## src/rtl/alarm_handler.sv

```systemverilog
// Alarm session FSM: turns the alarm generator's match level into ring/irq/snooze/missed outputs.
// Optional build macro ALARM_AUTO_SNOOZE_EN: a ring timeout spends a snooze instead of ending.
module alarm_handler #(
  parameter int unsigned SNOOZE_W     = 16,
  parameter int unsigned MAX_SNOOZE   = 3,
  parameter int unsigned RING_TIMEOUT = 1000
) (
  input  logic                clk_i,
  input  logic                rst_i,
  input  logic                enable_i,
  input  logic                alarm_i,
  input  logic                stop_req_i,
  input  logic                snooze_req_i,
  input  logic [SNOOZE_W-1:0] snooze_len_i,
  input  logic                clr_missed_i,
  output logic                ring_o,
  output logic                irq_o,
  output logic                snooze_active_o,
  output logic [3:0]          snooze_cnt_o,
  output logic                missed_o
);

  localparam int unsigned RingW = $clog2(RING_TIMEOUT);
  localparam logic [RingW-1:0] RingLast = RingW'(RING_TIMEOUT - 1);
  localparam logic [3:0] MaxSnz = 4'(MAX_SNOOZE);

  typedef enum logic [1:0] {StIdle, StRing, StSnooze} state_e;

  state_e              state_q, state_d;
  logic                alarm_q;
  logic [RingW-1:0]    ring_tmr_q, ring_tmr_d;
  logic [SNOOZE_W-1:0] snz_tmr_q, snz_tmr_d;
  logic [3:0]          cnt_q, cnt_d;
  logic                missed_q, missed_d;
  logic                irq_q, irq_d;

  logic                rise;
  logic                go_idle;
  logic                go_snooze;
  logic                budget_left;
  logic [SNOOZE_W-1:0] snz_len_eff;

  assign rise        = alarm_i & ~alarm_q;
  assign budget_left = (cnt_q < MaxSnz);
  // A zero length would underflow the down-counter, so it is promoted to one cycle.
  assign snz_len_eff = (snooze_len_i == '0) ? SNOOZE_W'(1) : snooze_len_i;

  always_comb begin
    state_d    = state_q;
    ring_tmr_d = ring_tmr_q;
    snz_tmr_d  = snz_tmr_q;
    cnt_d      = cnt_q;
    missed_d   = clr_missed_i ? 1'b0 : missed_q;
    irq_d      = 1'b0;
    go_idle    = 1'b0;
    go_snooze  = 1'b0;

    case (state_q)
      StIdle: begin
        if (rise && enable_i) begin
          state_d    = StRing;
          irq_d      = 1'b1;
          ring_tmr_d = '0;
          cnt_d      = '0;
        end
      end
      StRing: begin
        if (!enable_i || stop_req_i) begin
          go_idle = 1'b1;
        end else if (snooze_req_i && budget_left) begin
          go_snooze = 1'b1;
        end else if (ring_tmr_q == RingLast) begin
`ifdef ALARM_AUTO_SNOOZE_EN
          if (budget_left) begin
            go_snooze = 1'b1;
          end else begin
            go_idle  = 1'b1;
            missed_d = 1'b1;
          end
`else
          go_idle  = 1'b1;
          missed_d = 1'b1;
`endif
        end else begin
          ring_tmr_d = ring_tmr_q + RingW'(1);
        end
      end
      StSnooze: begin
        if (!enable_i || stop_req_i) begin
          go_idle = 1'b1;
        end else if (snz_tmr_q == SNOOZE_W'(1)) begin
          state_d    = StRing;
          irq_d      = 1'b1;
          ring_tmr_d = '0;
        end else begin
          snz_tmr_d = snz_tmr_q - SNOOZE_W'(1);
        end
      end
      default: go_idle = 1'b1;
    endcase

    if (go_snooze) begin
      state_d   = StSnooze;
      cnt_d     = cnt_q + 4'd1;
      snz_tmr_d = snz_len_eff;
    end
    if (go_idle) begin
      state_d    = StIdle;
      cnt_d      = '0;
      ring_tmr_d = '0;
      snz_tmr_d  = '0;
    end
  end

  always_ff @(posedge clk_i) begin
    if (rst_i) begin
      state_q    <= StIdle;
      alarm_q    <= 1'b0;
      ring_tmr_q <= '0;
      snz_tmr_q  <= '0;
      cnt_q      <= '0;
      missed_q   <= 1'b0;
      irq_q      <= 1'b0;
    end else begin
      state_q    <= state_d;
      alarm_q    <= alarm_i;
      ring_tmr_q <= ring_tmr_d;
      snz_tmr_q  <= snz_tmr_d;
      cnt_q      <= cnt_d;
      missed_q   <= missed_d;
      irq_q      <= irq_d;
    end
  end

  assign ring_o          = (state_q == StRing);
  assign snooze_active_o = (state_q == StSnooze);
  assign irq_o           = irq_q;
  assign snooze_cnt_o    = cnt_q;
  assign missed_o        = missed_q;

endmodule

```

## config.mk

```make
export PLATFORM = sky130hd
export DESIGN_NAME = alarm_handler
export DESIGN_NICKNAME = d
export VERILOG_FILES = /design/src/rtl/alarm_handler.sv
export SDC_FILE = /design/constraint.sdc
export NUM_CORES = 1
export LEC_CHECK = 0
export CAP_MARGIN = 20
export CELL_PAD_IN_SITES_DETAIL_PLACEMENT = 1
export CELL_PAD_IN_SITES_GLOBAL_PLACEMENT = 2
export CORE_MARGIN = 3
export CORE_UTILIZATION = 32
export DETAILED_ROUTE_END_ITERATION = 16
export PLACE_DENSITY_LB_ADDON = 0.08
export SLEW_MARGIN = 20
export SYNTH_ARGS = -nofsm -noshare
export SYNTH_HDL_FRONTEND = slang
export SYNTH_SLANG_ARGS = --single-unit
```

## constraint.sdc

```tcl
create_clock -name clk_i -period 2.3 [get_ports clk_i]
set_input_delay 0.46 -clock clk_i [delete_from_list [all_inputs] [get_ports clk_i]]
set_output_delay 0.46 -clock clk_i [all_outputs]
set_load 0.01 [all_outputs]
```

# After elaboration in Yosys (flattened, before gate mapping)
# Cells that the tools add are included.
# word_totals
elab_cells,85
out_inout_bits,8
inputBits,23
register_bits,35
# classes
bitwise,2
n_reduce_logical,19
muxes,37
eq_ne,15
order_cmp,1
addsub,3
# ops
op,count
two-way mux 16 bit,5
two-way mux 10 bit,6
one-hot mux 10 bit (3 select lines),1
== test 16 x 1 -> 1 bit (second input constant),1
logical NOT 16 bit,1
subtractor 16 x 1 -> 16 bit (second input constant),1
two-way mux 1 bit,15
inequality test 2 bit (second input constant),7
two-way mux 4 bit,3
adder 10 x 1 -> 10 bit (second input constant),1
== test 10 bit (second input constant),1
two-way mux 2 bit,4
AND reduction 4 bit,2
nonzero test 2 bit,4
AND reduction 7 bit,1
inequality test 3 bit (second input constant),2
nonzero test 3 bit,2
adder 4 x 1 -> 4 bit (second input constant),1
less-than comparator 4 x 2 -> 1 bit (second input constant),1
one-hot mux 2 bit (2 select lines),1
inequality test 3 x 1 -> 1 bit (second input constant),1
one-hot mux 1 bit (3 select lines),1
AND reduction 3 bit,1
OR reduction 3 bit,1
12 further kinds,13

# Longest topological paths before layout
# depth
ltp_word,7
ltp_mapped,10
depth_no_buf,7

# Least setup slack after synthesis
# OpenSTA, ideal clock, no wires.
# synth_path
kind,reg2reg
start,register cnt_q[0] (netlist: snooze_cnt_o[0])
end,register snz_tmr_q[14]
setup_time_ns,0.088
required_time_ns,2.212
synth_period_minus_slack_ns,2.019
path_buffers,1
stages_incl_launch_ff,8
arrival_ns,1.931
path_slack_ns,0.281
cell_sequence,dfxtp_1 > ha_1 > nor4b_1 > and3_1 > clkbuf_1 > a22o_1 > a21oi_1 > nor4_2
# synth_via
elab_chain_len,7
elab_cells_between_ends,14
cone_classes,1 x order compare; 2 x eq/ne; 7 x mux; 4 x reduce/logical
# synth_lines
item,line,text
start: declaration,33,"logic [3:0] cnt_q, cnt_d;"
start signal: assignment,129,cnt_q <= cnt_d;
less-than comparator 4 x 2 -> 1 bit (*),44,assign budget_left = (cnt_q < MaxSnz);
logical AND 1 bit (*),70,end else if (snooze_req_i && budget_left) begin
two-way mux 1 bit,70,
two-way mux 1 bit,68,if (!enable_i || stop_req_i) begin
two-way mux 1 bit,58,case (state_q)
inequality test 2 bit (no source line) / nonzero test 2 bit (equally long branches),-,
AND reduction 3 bit (no source line),-,
end signal: assignment,128,snz_tmr_q <= snz_tmr_d;
end: declaration,32,"logic [SNOOZE_W-1:0] snz_tmr_q, snz_tmr_d;"
# Mark *: on every way between the ends. The rest lies on a longest branch, timed or not.
# A chain may end at the register's enable or synchronous reset.

# Final worst setup path
# layout_path
start,input port snooze_req_i
end,register snz_tmr_q[13]
# layout_via
elab_chain_len,6
elab_cells_between_ends,13
cone_classes,2 x eq/ne; 7 x mux; 4 x reduce/logical
# layout_lines
item,line,text
start: declaration,13,"input logic snooze_req_i,"
logical AND 1 bit (*),70,
two-way mux 1 bit,70,
two-way mux 1 bit,68,
two-way mux 1 bit,58,
inequality test 2 bit (no source line) / nonzero test 2 bit (equally long branches),-,
AND reduction 3 bit (no source line),-,
# Marked as above.

==> results.cfg <==
[min_path]
hp-class = reg -> reg
min-delay-start = ring_tmr_q[9]

[clock_tree]
numCtsBuffers = 5
cts_setup_buffers = 0
ctsHtreeMaxLevel = 2
cts_tree = built
cts_root_buffer = clkbuf_8
cts_sinks = 35
path_clk_slew_ns = 0.07
worstSkewPairLatency_ns = 0.29
clk_path_buf_depth = 2

[yosys]
seq_area_frac_synth = 0.3436
postSynthCellCount = 239
synth.top_cell.area_share = 0.3436
avgSynthCellArea_um2 = 8.533
synthTopCellsByArea = dfxtp_1, nor2_1, a21oi_1
ys_async_sr_fraction = 0
syn_area_um2 = 2039
synth-seq-cells = 35
yosys_warnings = 0
synth_cell_types = 52
yosysTopAreaCell = dfxtp_1
synth_edf_count = 0
synthFlopType = dfxtp_1
syn_nets = 266

[layout]
drive_above_1_share = 0.2320
finalNonFillerCells = 381
nets = 332
mostFrequentLayoutCells = buf_4, dfxtp_1, clkdlybuf4s50_1
n_antenna_cell = 0
syn_to_final_growth_pct = 38.90
layout_commonest_cell = buf_4

[timing]
post-route-min-period_ns = 2.228
setup_violations = 0
fin_skew_ns = 0.005486
slew_viol_final = 0
whs_ns = 0.4924
fin_crit_sh = 0.9687
tightest_slew_ns = 0.5549
finalHoldViolCount = 0
maxSlewHeadroom = 0.6266
fmax_ghz = 0.4488

[grt]
track_usage = 0.1811
grt_pass1_wl_mm = 10.81
grt_max_degree = 20
grt.overflow.total = 0
grt_pass1_vias = 2206
antenna_found_initial = 0

[place]
dp_hpwl_mm = 4.640
place.gp.congestion = 0.7806
io_buffers = 30
dp_cells = 373

[flow_run]
cap_violations = 0

[status]
status = finished, final reports clean

[die]
die_h_um = 85.83
core_area_um2 = 6061
io_pins = 31
rows = 28
die_w_um = 85.83
start_util = 0.3365
dieArea_um2 = 7367

[power]
powerDensity_nw_per_um2 = 479.3
vdd_drop_max_v = 0.0002264
p_leak_uw = 0.001036

[worst_setup_path]
critPathTopFamily = simple AND/OR/NAND/NOR gates
end_kind = register
critPathBufInv = 2
crit_type = in -> reg
critical_path.cell_chain = clkdlybuf4s50_1 -> or4b_2 -> a211o_1 -> buf_12 -> a311o_1 -> nor3_1
crit_fanout = 18
critPathRequiredTime_ns = 2.52
critPathSlowestCell = or4b_2
critPathMaxStageDelay_ns = 0.61
cp.arrival_ns = 2.44
critPathLaunchType = input pin
r2r-start = snooze_cnt_o[0]
setup.worst_path.start = snooze_req_i

[routing]
postRouteAntennaNets = 0
wl_mm = 6.156
drt_iter0_markers = 43
routed_via_density = 5.488
vias = 2091
routedWlPerCell_um = 16.16
drc_errors = 0
firstDrtPassIters = 4
cell type report:
class,count,area [um^2]
Tap cell,75,93.84
Multi-Input combinational cell,185,1275
Clock buffer,8,100.1
Timing Repair Buffer,72,640.6
Fill cell,735,3228
Inverter,6,22.52
Sequential cell,35,700.7
path summary, 6_finish.rpt:
kind / end / slack, ns / cells after the start
min: ring_tmr_q[9] / 0.49 / 2
max: snz_tmr_q[13] / 0.07 / 6
max reg2reg: snz_tmr_q[13] / 0.11 / 6
min reg2reg: ring_tmr_q[9] / 0.49 / 2
timing repair:
action                                  CTS  global route
endpoints found under the setup margin    0            15
hold buffers                              0             0
resized for setup                         0            10
cell usage after synthesis (all sizes together) (7+ instances only):
library cell,count
buf,8
nand3,9
or4,11
a21oi,17
dfxtp,35
nor3,10
or3,7
o31ai,10
nor4,10
nand2,11
o21ai,7
nor2,23
report_power, final:
group          total [uW]  internal (uW)  switching [uW]
combinational         223            118             105
sequential            628            615            12.7
clock                 507            274             233
kinds of logic (layout without fill, tap and decap cells):
| group | Yosys count | count (layout) | synth area share |
|---|---|---|---|
| AOI/OAI and AO/OA | 60 | 60 | 0.2086 |
| buffers and inverters | 19 | 86 | 0.05337 |
| DFF | 35 | 35 | 0.3436 |
| and+or+nand+nor | 115 | 115 | 0.3436 |
| adders and majority gates | 5 | 5 | 0.02945 |
| xor gates and xnor gates | 5 | 5 | 0.02148 |
stage by stage:
stage	total power, uW	setup TNS [ns]	cell area, um^2	setup slack (ns)	utilization
final	1358	0	2833	0.07193	0.4674
after global routing	1429	-0.01485	2833	-0.01485	0.4674
after detailed placement	858.0	-2.797	2688	-0.2323	0.4434
after CTS	1375	0	2788	0.07683	0.4600
after global placement	856.4	-2.038	2688	-0.1800	0.4434
after floorplan	746.2	0	2039	0.2814	-
worst register-to-register path: cells and delay by family (launching register included):
kind / cells / cell delay (ns)
buffers and inverters: 1 / 0.17
flip-flops: 1 / 0.34
adder cells (fa/ha/maj): 1 / 0.23
AO/OA/AOI/OAI: 2 / 0.60
AND/OR/NAND/NOR: 2 / 0.77
registers in the layout, summed over array words and instances (netlist names):
register,flops
alarm_q,1
irq_o,1
missed_o,1
ring_tmr_q,10
snooze_cnt_o,4
snz_tmr_q,16
state_q,2
routing by layer:
metal  wire [um]  part of all wire  global-route usage  vias up
met2        3032              0.49              0.3114       27
li1            -                 -                   -     1045
met1        2881              0.47              0.2306     1010
met5           0                 0                   0        -
met4          74             0.012             0.05468        0
met3         167             0.027             0.03170        9
Power figures use the tool's default switching activity.
